[src/rtl/hazard_scoreboard.sv]
// Data-hazard unit beside the IDU: per-port forwarding selects, load-use and
// MDU scoreboard stalls, plus a saturating stall counter and a sticky error flag.
module hazard_scoreboard #(
  parameter  int AW       = 5,
  parameter  int NRP      = 2,
  parameter  int NSTG     = 3,
  parameter  int LD_STG   = 2,
  parameter  int MAX_PEND = 2,
  parameter  int CNTW     = 32,
  localparam int SW       = $clog2(NSTG + 1),
  localparam int NREG     = 2 ** AW,
  localparam int PW       = $clog2(MAX_PEND + 1)
) (
  input  logic                clk_i,
  input  logic                rst_ni,
  input  logic                id_valid_i,
  input  logic [NRP*AW-1:0]   id_rs_i,
  input  logic [NRP-1:0]      id_rs_use_i,
  input  logic [AW-1:0]       id_rd_i,
  input  logic                id_wen_i,
  input  logic                id_mdu_i,
  input  logic                id_fire_i,
  input  logic [NSTG*AW-1:0]  stg_rd_i,
  input  logic [NSTG-1:0]     stg_wen_i,
  input  logic [NSTG-1:0]     stg_ld_i,
  input  logic                mdu_done_i,
  input  logic [AW-1:0]       mdu_done_rd_i,
  input  logic                flush_i,
  output logic [NRP*SW-1:0]   fwd_sel_o,
  output logic                stall_o,
  output logic [NREG-1:0]     busy_o,
  output logic [PW-1:0]       pend_cnt_o,
  output logic [CNTW-1:0]     stall_cnt_o,
  output logic                sb_err_o
);

  logic [NREG-1:0] busy_q, busy_d;
  logic [PW-1:0]   pend_q, pend_d;
  logic [CNTW-1:0] stall_cnt_q, stall_cnt_d;
  logic            err_q, err_d;

  logic [NRP-1:0]  lu_vec;
  logic [NRP-1:0]  raw_vec;
  logic            waw_hz, cap_hz, pend_full;
  logic            issue_req, issue_ok, done_ok;

  for (genvar gi = 0; gi < NRP; gi++) begin : g_port
    logic [AW-1:0] rs;
    logic [SW-1:0] sel;
    logic          ld;

    assign rs = id_rs_i[gi*AW +: AW];

    // Scan oldest to youngest so the youngest matching stage overrides.
    always_comb begin
      sel = '0;
      ld  = 1'b0;
      for (int s = NSTG - 1; s >= 0; s--) begin
        if (id_rs_use_i[gi] && stg_wen_i[s] && (stg_rd_i[s*AW +: AW] == rs) && (rs != '0)) begin
          sel = SW'(s + 1);
          ld  = stg_ld_i[s] && (s < LD_STG);
        end
      end
    end

    assign fwd_sel_o[gi*SW +: SW] = sel;
    assign lu_vec[gi]  = ld;
    assign raw_vec[gi] = id_rs_use_i[gi] && (rs != '0) && busy_q[rs];
  end

  assign pend_full = (pend_q == PW'(MAX_PEND));
  assign waw_hz    = id_wen_i && (id_rd_i != '0) && busy_q[id_rd_i];
  assign cap_hz    = id_mdu_i && pend_full;
  assign stall_o   = id_valid_i && ((|lu_vec) || (|raw_vec) || waw_hz || cap_hz);

  assign issue_req = id_fire_i && id_mdu_i && id_wen_i && (id_rd_i != '0);
  assign done_ok   = mdu_done_i && busy_q[mdu_done_rd_i];
  // A concurrent completion frees a slot, so a full scoreboard can still accept.
  assign issue_ok  = issue_req && !stall_o && !(pend_full && !done_ok);

  always_comb begin
    busy_d      = busy_q;
    pend_d      = pend_q + PW'(issue_ok) - PW'(done_ok);
    err_d       = err_q;
    stall_cnt_d = stall_cnt_q;

    if (done_ok)  busy_d[mdu_done_rd_i] = 1'b0;
    if (issue_ok) busy_d[id_rd_i] = 1'b1;
    if (flush_i) begin
      busy_d = '0;
      pend_d = '0;
    end

    if ((mdu_done_i && !done_ok) || (id_fire_i && stall_o) ||
        (issue_req && !stall_o && pend_full && !done_ok))
      err_d = 1'b1;

    if (id_valid_i && stall_o && (stall_cnt_q != '1))
      stall_cnt_d = stall_cnt_q + CNTW'(1);
  end

  always_ff @(posedge clk_i or negedge rst_ni) begin
    if (!rst_ni) begin
      busy_q      <= '0;
      pend_q      <= '0;
      stall_cnt_q <= '0;
      err_q       <= 1'b0;
    end else begin
      busy_q      <= busy_d;
      pend_q      <= pend_d;
      stall_cnt_q <= stall_cnt_d;
      err_q       <= err_d;
    end
  end

  assign busy_o      = busy_q;
  assign pend_cnt_o  = pend_q;
  assign stall_cnt_o = stall_cnt_q;
  assign sb_err_o    = err_q;

endmodule

[config.mk]
export PLATFORM = sky130hd
export DESIGN_NAME = hazard_scoreboard
export DESIGN_NICKNAME = d
export VERILOG_FILES = /design/src/rtl/hazard_scoreboard.sv
export SDC_FILE = /design/constraint.sdc
export NUM_CORES = 1
export LEC_CHECK = 0
export ABC_AREA = 1
export BUFFER_PORTS_ARGS = -buffer_cell sky130_fd_sc_hd__buf_2
export CORE_ASPECT_RATIO = 0.7
export CORE_MARGIN = 10
export CORE_UTILIZATION = 35
export DETAILED_ROUTE_END_ITERATION = 7
export PLACE_DENSITY = 0.57
export RECOVER_POWER = 50
export SLEW_MARGIN = 20
export SYNTH_ARGS = -nofsm -noshare
export SYNTH_HDL_FRONTEND = slang
export SYNTH_SLANG_ARGS = --single-unit
export TNS_END_PERCENT = 10
[constraint.sdc]
create_clock -name clk_i -period 2.17 [get_ports clk_i]
set_input_delay 0.217 -clock clk_i [delete_from_list [all_inputs] [get_ports clk_i]]
set_output_delay 0.217 -clock clk_i [all_outputs]
set_load 0.01 [all_outputs]
After elaboration in Yosys (flattened, before gate mapping)
Cells that the tools add are included.
{ "word_totals": {"n_memories": 0, "in_bits": 51, "mem_bits_ro": 0, "reg_bits": 67, "mem_bits_rw": 0, "wordCells": 104, "out_inout_bits": 72, "latch_bits": 0} }
{ "op_classes": {"n_mul": 0, "div": 0, "shift": 0, "n_reduce_logical": 54, "muxes": 26, "order_cmp": 6, "bitwise": 3, "eq_ne": 8, "addsub": 3} }
{ "op_table": {"columns": ["operator", "n"], "rows": [
  ["32-bit 2-to-1 mux", 3],
  ["1-bit logical AND", 41],
  ["32-bit by 1-bit adder with 32-bit output, second input constant", 1],
  ["32-bit AND", 1],
  ["32-bit inequality test, second input constant", 1],
  ["32-bit NOT", 1],
  ["32-bit bitwise OR", 1],
  ["5-bit equality test", 6],
  ["5-bit by 6-bit less-than comparator with 1-bit output, second input constant", 4],
  ["1-bit binary-select mux with 5-bit select", 4],
  ["5-bit nonzero test", 3],
  ["2-bit 2-to-1 mux", 7],
  ["1-bit demux with 5-bit select", 2],
  ["5-bit by 1-bit greater-or-equal comparator with 1-bit output, second input constant", 2],
  ["1-bit 2-to-1 mux", 10],
  ["1-bit logical OR", 5],
  ["2-bit OR reduction", 2],
  ["1-bit zero test", 3],
  ["2-bit by 1-bit adder with 2-bit output", 1],
  ["2-bit equality test, second input constant", 1],
  ["2-bit by 1-bit subtractor with 2-bit output", 1]
]} }

Longest topological paths before layout
Gate-level depths: netlist of the first run.
{ "depth": {"word_depth": 16, "depth_mapped": 22} }

Worst setup path before layout of the first run
OpenSTA, ideal clock, no wires.
{ "synth_path": {"path_type": "input -> register", "from": "input id_rs_i[6]", "to": "register pend_q[1] (netlist: pend_cnt_o[1])", "slack_ns": -0.152, "required_ns": 2.038, "arrival_time_ns": 2.190, "path_buffers": 2, "path_stages": 19, "path_cell_list": "buf_4 nor2_1 nand3_1 nand2_1 inv_1 nand3_1 nand2_1 a21oi_1 nand2_1 nor2_1 nand3_1 nand2_2 buf_2 nand3_1 ha_1 inv_1 ha_1 xor2_1 nor2_1"} }
{ "synth_via": {"elab_chain_cells": 16, "elab_cells_between_ends": 25} }
{ "synth_lines": {"columns": ["item", "line", "rtl"], "rows": [
  ["from (decl)", "17", "input logic [NRP*AW-1:0] id_rs_i,"],
  ["branches (longest 6 deep; another with 1-bit binary-select mux with 5-bit select)", null, null],
  ["1-bit logical OR * (3 in series)", "74", "assign stall_o = id_valid_i && ((|lu_vec) || (|raw_vec) || waw_hz || cap_hz);"],
  ["1-bit logical AND *", "74", null],
  ["1-bit zero test *", "79", "assign issue_ok = issue_req && !stall_o && !(pend_full && !done_ok);"],
  ["1-bit logical AND * (2 in series)", "79", null],
  ["2-bit by 1-bit adder with 2-bit output *", "83", "pend_d = pend_q + PW'(issue_ok) - PW'(done_ok);"],
  ["2-bit by 1-bit subtractor with 2-bit output *", "83", null],
  ["2-bit 2-to-1 mux *", "89", "if (flush_i) begin"],
  ["named net pend_d[1]", "38", "logic [PW-1:0] pend_q, pend_d;"],
  ["to (signal assigned)", "110", "pend_q <= pend_d;"],
  ["to (decl)", "38", null]
]} }
Mark *: on every way through the listed nets, which the timed path passes. The select of a mux whose other input is x is not followed.
A chain may end at the register's enable or synchronous reset.

Worst setup path after layout of the first run
{ "layout_path": {"from": "register busy_q[9] (netlist: busy_o[9])", "to": "output stall_o"} }
{ "layout_via": {"elab_chain_cells": 8, "elab_cells_between_ends": 14} }
{ "layout_lines": {"columns": ["item", "line", "rtl"], "rows": [
  ["from (decl)", "37", "logic [NREG-1:0] busy_q, busy_d;"],
  ["from (signal assigned)", "109", "busy_q <= busy_d;"],
  ["1-bit binary-select mux with 5-bit select", "68", "assign raw_vec[gi] = id_rs_use_i[gi] && (rs != '0) && busy_q[rs];"],
  ["1-bit 2-to-1 mux (implied by the code)", "68", null],
  ["1-bit logical AND", "68", null],
  ["2-bit OR reduction", "74", null],
  ["1-bit logical OR", "74", null],
  ["1-bit logical OR * (2 in series)", "74", null],
  ["1-bit logical AND *", "74", null],
  ["to (decl)", "30", "output logic stall_o,"]
]} }
Every way passes the cells marked *; elsewhere a longest branch is shown, timed or not. The select of a mux whose other input is x is not followed.

==> results list, run 1 <==
* Synth Instances: 939
* Most Used Layer, Global Route: met1
- For this design the static power due to leakage is 0.00420 uW.
- In this run, synthesis produced a sequential element count of 67.
- The floorplan step set the die width to 174 um.
- Wire length after detailed routing: 26300 um
- CTS built an H-tree with a depth of 3.
* Crit-path cells: nand2_1, o21ai_2, nand2_1, nand2_1, nand2_1, nand2_1, nor2_1, nand2_1, nand2_1, nand2_1, nor2_1, nand3_1, nand2_2, buf_12, inv_4, buf_6, buf_6
- Inserted Clock Buffers: 9
- For this run, the total global-route usage over all layers was measured as 23.1%.
- Setup WS post-layout: -0.245 ns
- The worst setup path is captured at an output pin.
* Critical path peak fanout: 3
- Total die area: 22300 um^2
- Average wire per standard cell: 18.2 um
* Final antenna-violating net count: 0
- OpenSTA, run right after detailed placement, puts the worst setup slack at -0.352 ns.
* Number of clock sinks: 67
- Largest delay contributor family on the critical path: simple AND/OR/NAND/NOR gates
* Delay of the slowest cell on the worst path: 0.46 ns
* Maximum number of pins on one net before global-route repair: 35
- Asr flop ratio synth: 100%
- Final count of negative-setup-slack endpoints: 62
- Count of buffer and inverter cells on the critical path: 4
* Most frequent cells in the layout: 281 x sky130_fd_sc_hd__nand2_1, 164 x sky130_fd_sc_hd__buf_4, 117 x sky130_fd_sc_hd__buf_2, 85 x sky130_fd_sc_hd__nor2_1, 78 x sky130_fd_sc_hd__inv_1
* Area of the core: 16300 um^2
* First-pass DRT Iterations: 5
- Residual DRC count: 0
* Endpoint required time on the critical path: 1.95 ns
- Number of buffers inserted by port buffering: 121
* Met3 usage in global routing: 6.06%
* Insertion delay of the later-clocked pin in the worst-skew pair: 0.35 ns
* Die boundary height: 128 um
* Count of final hold-check violations: 0
- The critical path in this run is classified as reg -> out.
* Power per Cell Area: 564 nW/um^2
* First-pass GRT wire length: 41000 um
- Setup repair after global routing could not meet its margin everywhere.
* Synth area leaders: sky130_fd_sc_hd__dfrtp_1 29%, sky130_fd_sc_hd__nand2_1 19%, sky130_fd_sc_hd__o21ai_0 6.5%, sky130_fd_sc_hd__nor2_1 5.9%, sky130_fd_sc_hd__inv_1 5.5%
- Of the available clock period, the critical path in the final layout requires 111%.
- Counting along the longest clock path gives a buffer depth of 2.
* Number of antenna violations at the first check in global routing: 0
- Biggest area consumer among synthesized cells: sky130_fd_sc_hd__dfrtp_1
* Max-capacitance violation count: 0
* CTS root buffer: sky130_fd_sc_hd__clkbuf_16
- CP Data Arrival Time: 2.20 ns
- Sequential area share after synthesis: 28.8%
* CTS tree: done
- Total standard cell area after synthesis: 5820 um^2
- Startpoint of the most critical hold path: id_fire_i
- Synth-to-layout area growth: 47.5%
* Cell type with the highest occurrence count on the critical path: sky130_fd_sc_hd__nand2_1
* Status: complete, but fails checks
- Synthesis warning total: 0
- Final #Nets: 1268
- Leading cell type in the layout, fill and taps excluded: sky130_fd_sc_hd__nand2_1
- Number of ports placed on the die boundary: 123
* Number of synthesized flops with an enable pin: 0
- The worst hold path belongs to the class in -> reg.
* Peak VDD IR: 0.000362 V
- GRT met1 Usage: 35.5%
* Fraction of final layout cells sized beyond drive strength 1: 32.4%
- The average instance in the mapped netlist occupies 6.20 um^2.
- Number of cells in the finished layout apart from fillers: 1444
- GR met2 Demand/Resource: 31.0%
- First-iteration detailed-routing DRC count: 685
- The smallest clock period supported by the final layout is computed as 2.41 ns.
- For this run, the leading register cell type out of synthesis is sky130_fd_sc_hd__dfrtp_1.
- Proportion of netlist area held by the largest area contributor: 28.8%
* Antenna diode count: 0
* CTS clk-pin slew, worst paths: 0.07 ns
* Via total after detailed routing: 7557
* Slowest stage cell, crit path: sky130_fd_sc_hd__dfrtp_2
- The number of global-route vias before repair was 7110.
- Post-synth net total: 993
- Worst Skew: 0.0109 ns
- GP Congestion: 0.972
- Counting distinct cell types in the post-synthesis netlist gives 37.
- Startpoint type of the worst setup path: flop
- In this run the worst setup path begins at busy_o[9].
* Sum Neg Setup Slack: -5.94 ns
* Count of placed standard cells including taps: 1407
- Drt via density: 5.23
* Max-slew violation total from the final report: 0
- In this run the core area contains 39 standard-cell rows.
- DP Wirelength: 20300 um
- Slew of the pin with the lowest slew margin: 0.947 ns
* Max Fclk: 414 MHz
- Effective utilization at floorplan: 35.7%
- Summed over all layers, the global routing overflow is 0.
- The final reports fail on setup timing.
- In this run the tightest slew margin relative to its limit is 36.9%.
- The startpoint identified for the worst register-to-register timing path is busy_o[9].
[sequential cells by signal, summed over array words and instances, names as in the netlist]
signal,cells
busy_o,32
pend_cnt_o,2
stall_cnt_o,32
sb_err_o,1
[cells by family (layout without fill, tap and decap cells)]
group / count (synthesis) / in the layout / synth area share (%)
simple gates: 512 / 512 / 37.1
flops: 67 / 67 / 28.8
buf+inv: 134 / 414 / 10.0
fa+ha+maj: 3 / 3 / 0.645
compound gates: 184 / 184 / 17.5
xor+xnor: 39 / 39 / 5.87
[worst min-delay path, cell delays in order]
cell and delay [ns]:
sky130_fd_sc_hd__buf_2 0.13, sky130_fd_sc_hd__nand2_2 0.06, sky130_fd_sc_hd__nand3b_1 0.06
[synth_stat cells (3+ instances only)]
| cell type | number |
|---|---|
| sky130_fd_sc_hd__nand2_1 | 296 |
| sky130_fd_sc_hd__nor2_1 | 91 |
| sky130_fd_sc_hd__inv_1 | 86 |
| sky130_fd_sc_hd__o21ai_0 | 75 |
| sky130_fd_sc_hd__dfrtp_1 | 67 |
| sky130_fd_sc_hd__a21oi_1 | 50 |
| sky130_fd_sc_hd__nor3_1 | 37 |
| sky130_fd_sc_hd__nand4_1 | 36 |
| sky130_fd_sc_hd__nand3_1 | 31 |
| sky130_fd_sc_hd__xor2_1 | 30 |
| sky130_fd_sc_hd__o21ai_1 | 20 |
| sky130_fd_sc_hd__buf_2 | 16 |
| sky130_fd_sc_hd__a22oi_1 | 12 |
| sky130_fd_sc_hd__buf_4 | 12 |
| sky130_fd_sc_hd__clkbuf_1 | 12 |
| sky130_fd_sc_hd__nor4_1 | 11 |
| sky130_fd_sc_hd__o211ai_1 | 11 |
| sky130_fd_sc_hd__xnor2_1 | 9 |
| sky130_fd_sc_hd__a21boi_0 | 6 |
| sky130_fd_sc_hd__inv_2 | 4 |
| sky130_fd_sc_hd__ha_1 | 3 |
| sky130_fd_sc_hd__nand2_2 | 3 |
[worst paths after layout]
path	slack [ns]	cells after the start	endpoint
worst max-delay path	-0.24	17	stall_o
worst min-delay path	0.16	3	sb_err_o
worst min register to register	0.55	2	stall_cnt_o[30]
worst max register to register	-0.19	14	pend_cnt_o[1]
max in group asynchronous	0.38	3	busy_o[1]
min in group asynchronous	0.55	2	busy_o[8]
[cell type report]
type | count | area (um^2)
Clock inverter | 7 | 121
Tap cell | 225 | 282
Sequential cell | 67 | 1700
Inverter | 91 | 352
Timing Repair Buffer | 307 | 2190
Clock buffer | 9 | 225
Multi-Input combinational cell | 738 | 3710
Fill cell | 1712 | 7720
[report_power, final]
part	leakage (uW)	total (uW)	internal [uW]	switching, uW
registers	0.000864	1530	1390	142
clock network	0.000171	1810	1140	675
logic	0.00317	1500	628	870
total	0.00420	4840	3150	1690
[timing repair]
| item | CTS | global route |
|---|---|---|
| hold buffers | 1 | 0 |
| hold endpoints to repair | 32 | 0 |
| pin swaps | 11 | 14 |
| buffers inserted | 11 | 7 |
| endpoints found under the setup margin | 67 | 68 |
| resized for setup | 49 | 38 |
| cloned | 2 | 0 |
[per-layer routing]
layer,vias to the layer above,part of all wire [%]
li1,3664,-
met5,-,0
met3,21,9.9
met1,3507,51
met4,0,0.98
met2,365,38
[per-stage QoR]
step	utilization, %	instance area, um^2	total power, uW	hold WS, ns
after floorplan	-	5840	2240	-0.0786
after global placement	48.0	7820	2950	0.220
after detailed placement	48.0	7820	2950	0.222
after CTS	51.8	8440	4840	0.141
after global routing	52.6	8580	5060	0.157
final	52.6	8580	4840	0.156
Note: power is estimated with default switching activity, not from simulation.
==> run 2, diff against run 1 <==
--- a/config.mk
+++ b/config.mk
@@ -7,12 +7,15 @@
 export LEC_CHECK = 0
 export ABC_AREA = 1
 export BUFFER_PORTS_ARGS = -buffer_cell sky130_fd_sc_hd__buf_2
+export CELL_PAD_IN_SITES_DETAIL_PLACEMENT = 1
+export CELL_PAD_IN_SITES_GLOBAL_PLACEMENT = 1
 export CORE_ASPECT_RATIO = 0.7
 export CORE_MARGIN = 10
 export CORE_UTILIZATION = 35
 export DETAILED_ROUTE_END_ITERATION = 7
-export PLACE_DENSITY = 0.57
+export PLACE_DENSITY = 0.78
 export RECOVER_POWER = 50
+export SETUP_SLACK_MARGIN = 0.3
 export SLEW_MARGIN = 20
 export SYNTH_ARGS = -nofsm -noshare
 export SYNTH_HDL_FRONTEND = slang
==> run 2 against run 1 <==
The flow still finishes with violations (setup timing); final cell count increased by 0.14%; wire length is 35% higher; critical path depth rose by 2; count of clock-buffer cells in the layout grew 1; core utilization rose by 1.2 points; clock skew is 0.0025 ns lower; setup slack got worse by 0.23 ns; fmax is 8.7% lower; hold slack better by 0.033 ns; non-clock buffer count grew 1; flip-flop and latch count is the same; largest power group is now combinational logic.
==> results list, run 2 (same netlist as run 1, synthesis figures left out) <==
* Status: complete, but fails checks
- The checks that failed: setup timing.
- Worst Hold Path Cells: 3
- Placement-stage cell area: 7730 um^2
- At the pin with the least slew margin, the transition time is 1.41 ns.
- Final count of negative-setup-slack endpoints: 67
- First-iteration detailed-routing DRC count: 1226
- Launch instance of the worst register-to-register path: busy_o[31]
* Portion of the clock cycle consumed by the worst path in the final layout: 122%
- Power per Cell Area: 545 nW/um^2
- Area of the core: 16300 um^2
* Count of final hold-check violations: 0
- H-Tree Level Count: 3
* Leading cell type in the layout, fill and taps excluded: sky130_fd_sc_hd__nand2_1
- For this run, the number of standard cells in the final layout without fillers is 1446.
- On the final layout, the worst hold slack is 0.189 ns.
- Fraction of final layout cells sized beyond drive strength 1: 34.0%
- DP Wirelength: 23400 um
- The number of global-route vias before repair was 8299.
- Data arrives at the worst endpoint at 2.84 ns.
- Final antenna-violating net count: 0
- Drt via density: 5.97
* Peak VDD IR: 0.000369 V
- For this run, the top clock speed supported by timing is 378 MHz.
- Number of antenna violations at the first check in global routing: 2
- Along the worst path, the maximum fanout reaches 6.
- Final Cell Area: 8780 um^2
- Measured along the x axis, the die boundary spans 174 um.
* Number of buffers inserted by port buffering: 121
* Maximum number of pins on one net before global-route repair: 46
- Before antenna repair, the detailed router went through 5 iterations.
- Row generation in the floorplan step produced 39 rows.
* Average wire per standard cell: 24.7 um
- Wire length after detailed routing: 35700 um
- The worst pin sits at a relative slew slack of 5.81%.
* First-pass GRT wire length: 49300 um
* Worst hold endpoint: sb_err_o
- Endpoint of the worst-slack reg-to-reg timing path: pend_cnt_o[1]
* CTS tree: done
- The die is 128 um tall.
* Startpoint type of the worst setup path: flop
- CTS root buffer: sky130_fd_sc_hd__clkbuf_16
- Startpoint of the most critical hold path: id_fire_i
- Min-Delay Path Class: in -> reg
* Insertion delay of the later-clocked pin in the worst-skew pair: 0.35 ns
- Remaining global-route overflow: 0
- The tree built by TritonCTS fans out to 67 sinks.
* Setup WS post-layout: -0.475 ns
- Number of ports placed on the die boundary: 123
* Count of cells along the worst register-to-register path: 19
- Via total after detailed routing: 8632
- The number of placed instances, taps included, is 1394.
* Unrepaired setup endpoints after global routing: true
* Synth-to-layout area growth: 50.9%
* CTS clk-pin slew, worst paths: 0.06 ns
- After detailed routing, the number of remaining DRC violations is 0.
- The smallest clock period supported by the final layout is computed as 2.65 ns.
* Worst setup slack for register-to-register paths: -0.48 ns
- For this run, the total global-route usage over all layers was measured as 28.2%.
- Maximum root-to-sink buffer count: 2
- Max-slew violation total from the final report: 0
* Kind of critical path: reg -> reg
- GP Congestion: 1.05
- Sum Neg Setup Slack: -14.77 ns
* Max-capacitance violation count: 0
- Clock skew on the completed layout was measured at 0.00839 ns.
- After the last flow step, the layout net total stands at 1269.
* Setup slack after placement: -0.338 ns
* Total leakage power: 0.00424 uW
- In the layout the commonest cells are 262 x sky130_fd_sc_hd__nand2_1, 157 x sky130_fd_sc_hd__buf_4, 100 x sky130_fd_sc_hd__buf_2, 85 x sky130_fd_sc_hd__nor2_1, 73 x sky130_fd_sc_hd__inv_1.
- The number of clock buffers added by TritonCTS is 9.
* Effective utilization at floorplan: 35.7%
- Total die area: 22300 um^2
* Critical path capture point type: flop
- Endpoint required time on the critical path: 2.37 ns
[run 2: cell types whose count changed in the layout (fill, tap and decap cells not counted), moves of 13 or more]
cell                       delta
sky130_fd_sc_hd__clkbuf_1    +16
sky130_fd_sc_hd__nand2_1     -19
sky130_fd_sc_hd__buf_2       -17
sky130_fd_sc_hd__nand2_2     +13
sky130_fd_sc_hd__o21ai_0     -14
[run 2: worst max path at each step]
| stage | from | cells past startpoint | end | slack [ns] |
|---|---|---|---|---|
| after CTS | busy_o[24] | 17 | stall_o | -0.19 |
| after floorplan | busy_o[23] | 20 | pend_cnt_o[1] | -0.02 |
| final | busy_o[31] | 19 | pend_cnt_o[1] | -0.48 |
| after global placement | id_rd_i[2] | 18 | pend_cnt_o[1] | -0.27 |
| after detailed placement | mdu_done_rd_i[1] | 16 | pend_cnt_o[1] | -0.34 |
| after global routing | busy_o[21] | 15 | pend_cnt_o[1] | -0.52 |
[run 2: timing repair]
item,CTS,global route
setup buffers,19,11
hold buffers,1,0
resized for setup,78,77
cloned,3,1
endpoints found under the hold margin,22,0
pin swaps,33,35
endpoints found under the setup margin,68,72
[run 2: power by group]
part	total, uW	internal, uW	leakage, uW	switching (uW)
Sequential	1610	1390	0.000867	217
Clock	1450	803	0.000123	645
Combinational	1730	638	0.00325	1090
[run 2: worst max-delay path, cell delays in order, from the launching register on]
cell and delay, ns:
sky130_fd_sc_hd__dfrtp_2 0.49, sky130_fd_sc_hd__nand2_1 0.10, sky130_fd_sc_hd__o21ai_1 0.10, sky130_fd_sc_hd__nand2_1 0.08
sky130_fd_sc_hd__nand2_1 0.06, sky130_fd_sc_hd__nand2_1 0.08, sky130_fd_sc_hd__nand2_2 0.05, sky130_fd_sc_hd__nor2_1 0.09
sky130_fd_sc_hd__nand2_1 0.07, sky130_fd_sc_hd__nand2_1 0.07, sky130_fd_sc_hd__nand2_1 0.08, sky130_fd_sc_hd__nor2_2 0.11
sky130_fd_sc_hd__nand3_2 0.10, sky130_fd_sc_hd__nand2_4 0.11, sky130_fd_sc_hd__nand3_4 0.09, sky130_fd_sc_hd__ha_4 0.30
sky130_fd_sc_hd__inv_4 0.04, sky130_fd_sc_hd__ha_4 0.14, sky130_fd_sc_hd__xor2_1 0.22, sky130_fd_sc_hd__nor2_1 0.09
[run 2: through the flow]
stage / util [%] / power (uW)
after floorplan: - / 2250
after global placement: 47.4 / 2920
after detailed placement: 47.4 / 2970
after CTS: 51.9 / 4530
after global routing: 53.9 / 4940
final: 53.9 / 4780
[run 2: layer usage]
metal | GRT usage (%) | routed length, um | vias to the layer above
li1 | - | - | 3659
met1 | 39.2 | 14800 | 4194
met2 | 42.5 | 15500 | 647
met3 | 6.74 | 3990 | 132
met4 | 8.07 | 1440 | 0
met5 | 0 | 0 | -
[run 2: cell type report]
cell class / instances / area (um^2)
clock buffer: 10 / 239
antenna: 2 / 5.00
sequential: 67 / 1700
tap: 225 / 282
fill: 2208 / 7520
clock inverter: 5 / 38.8
inverter: 91 / 363
multi-input combinational: 738 / 3890
timing repair buffer: 308 / 2260
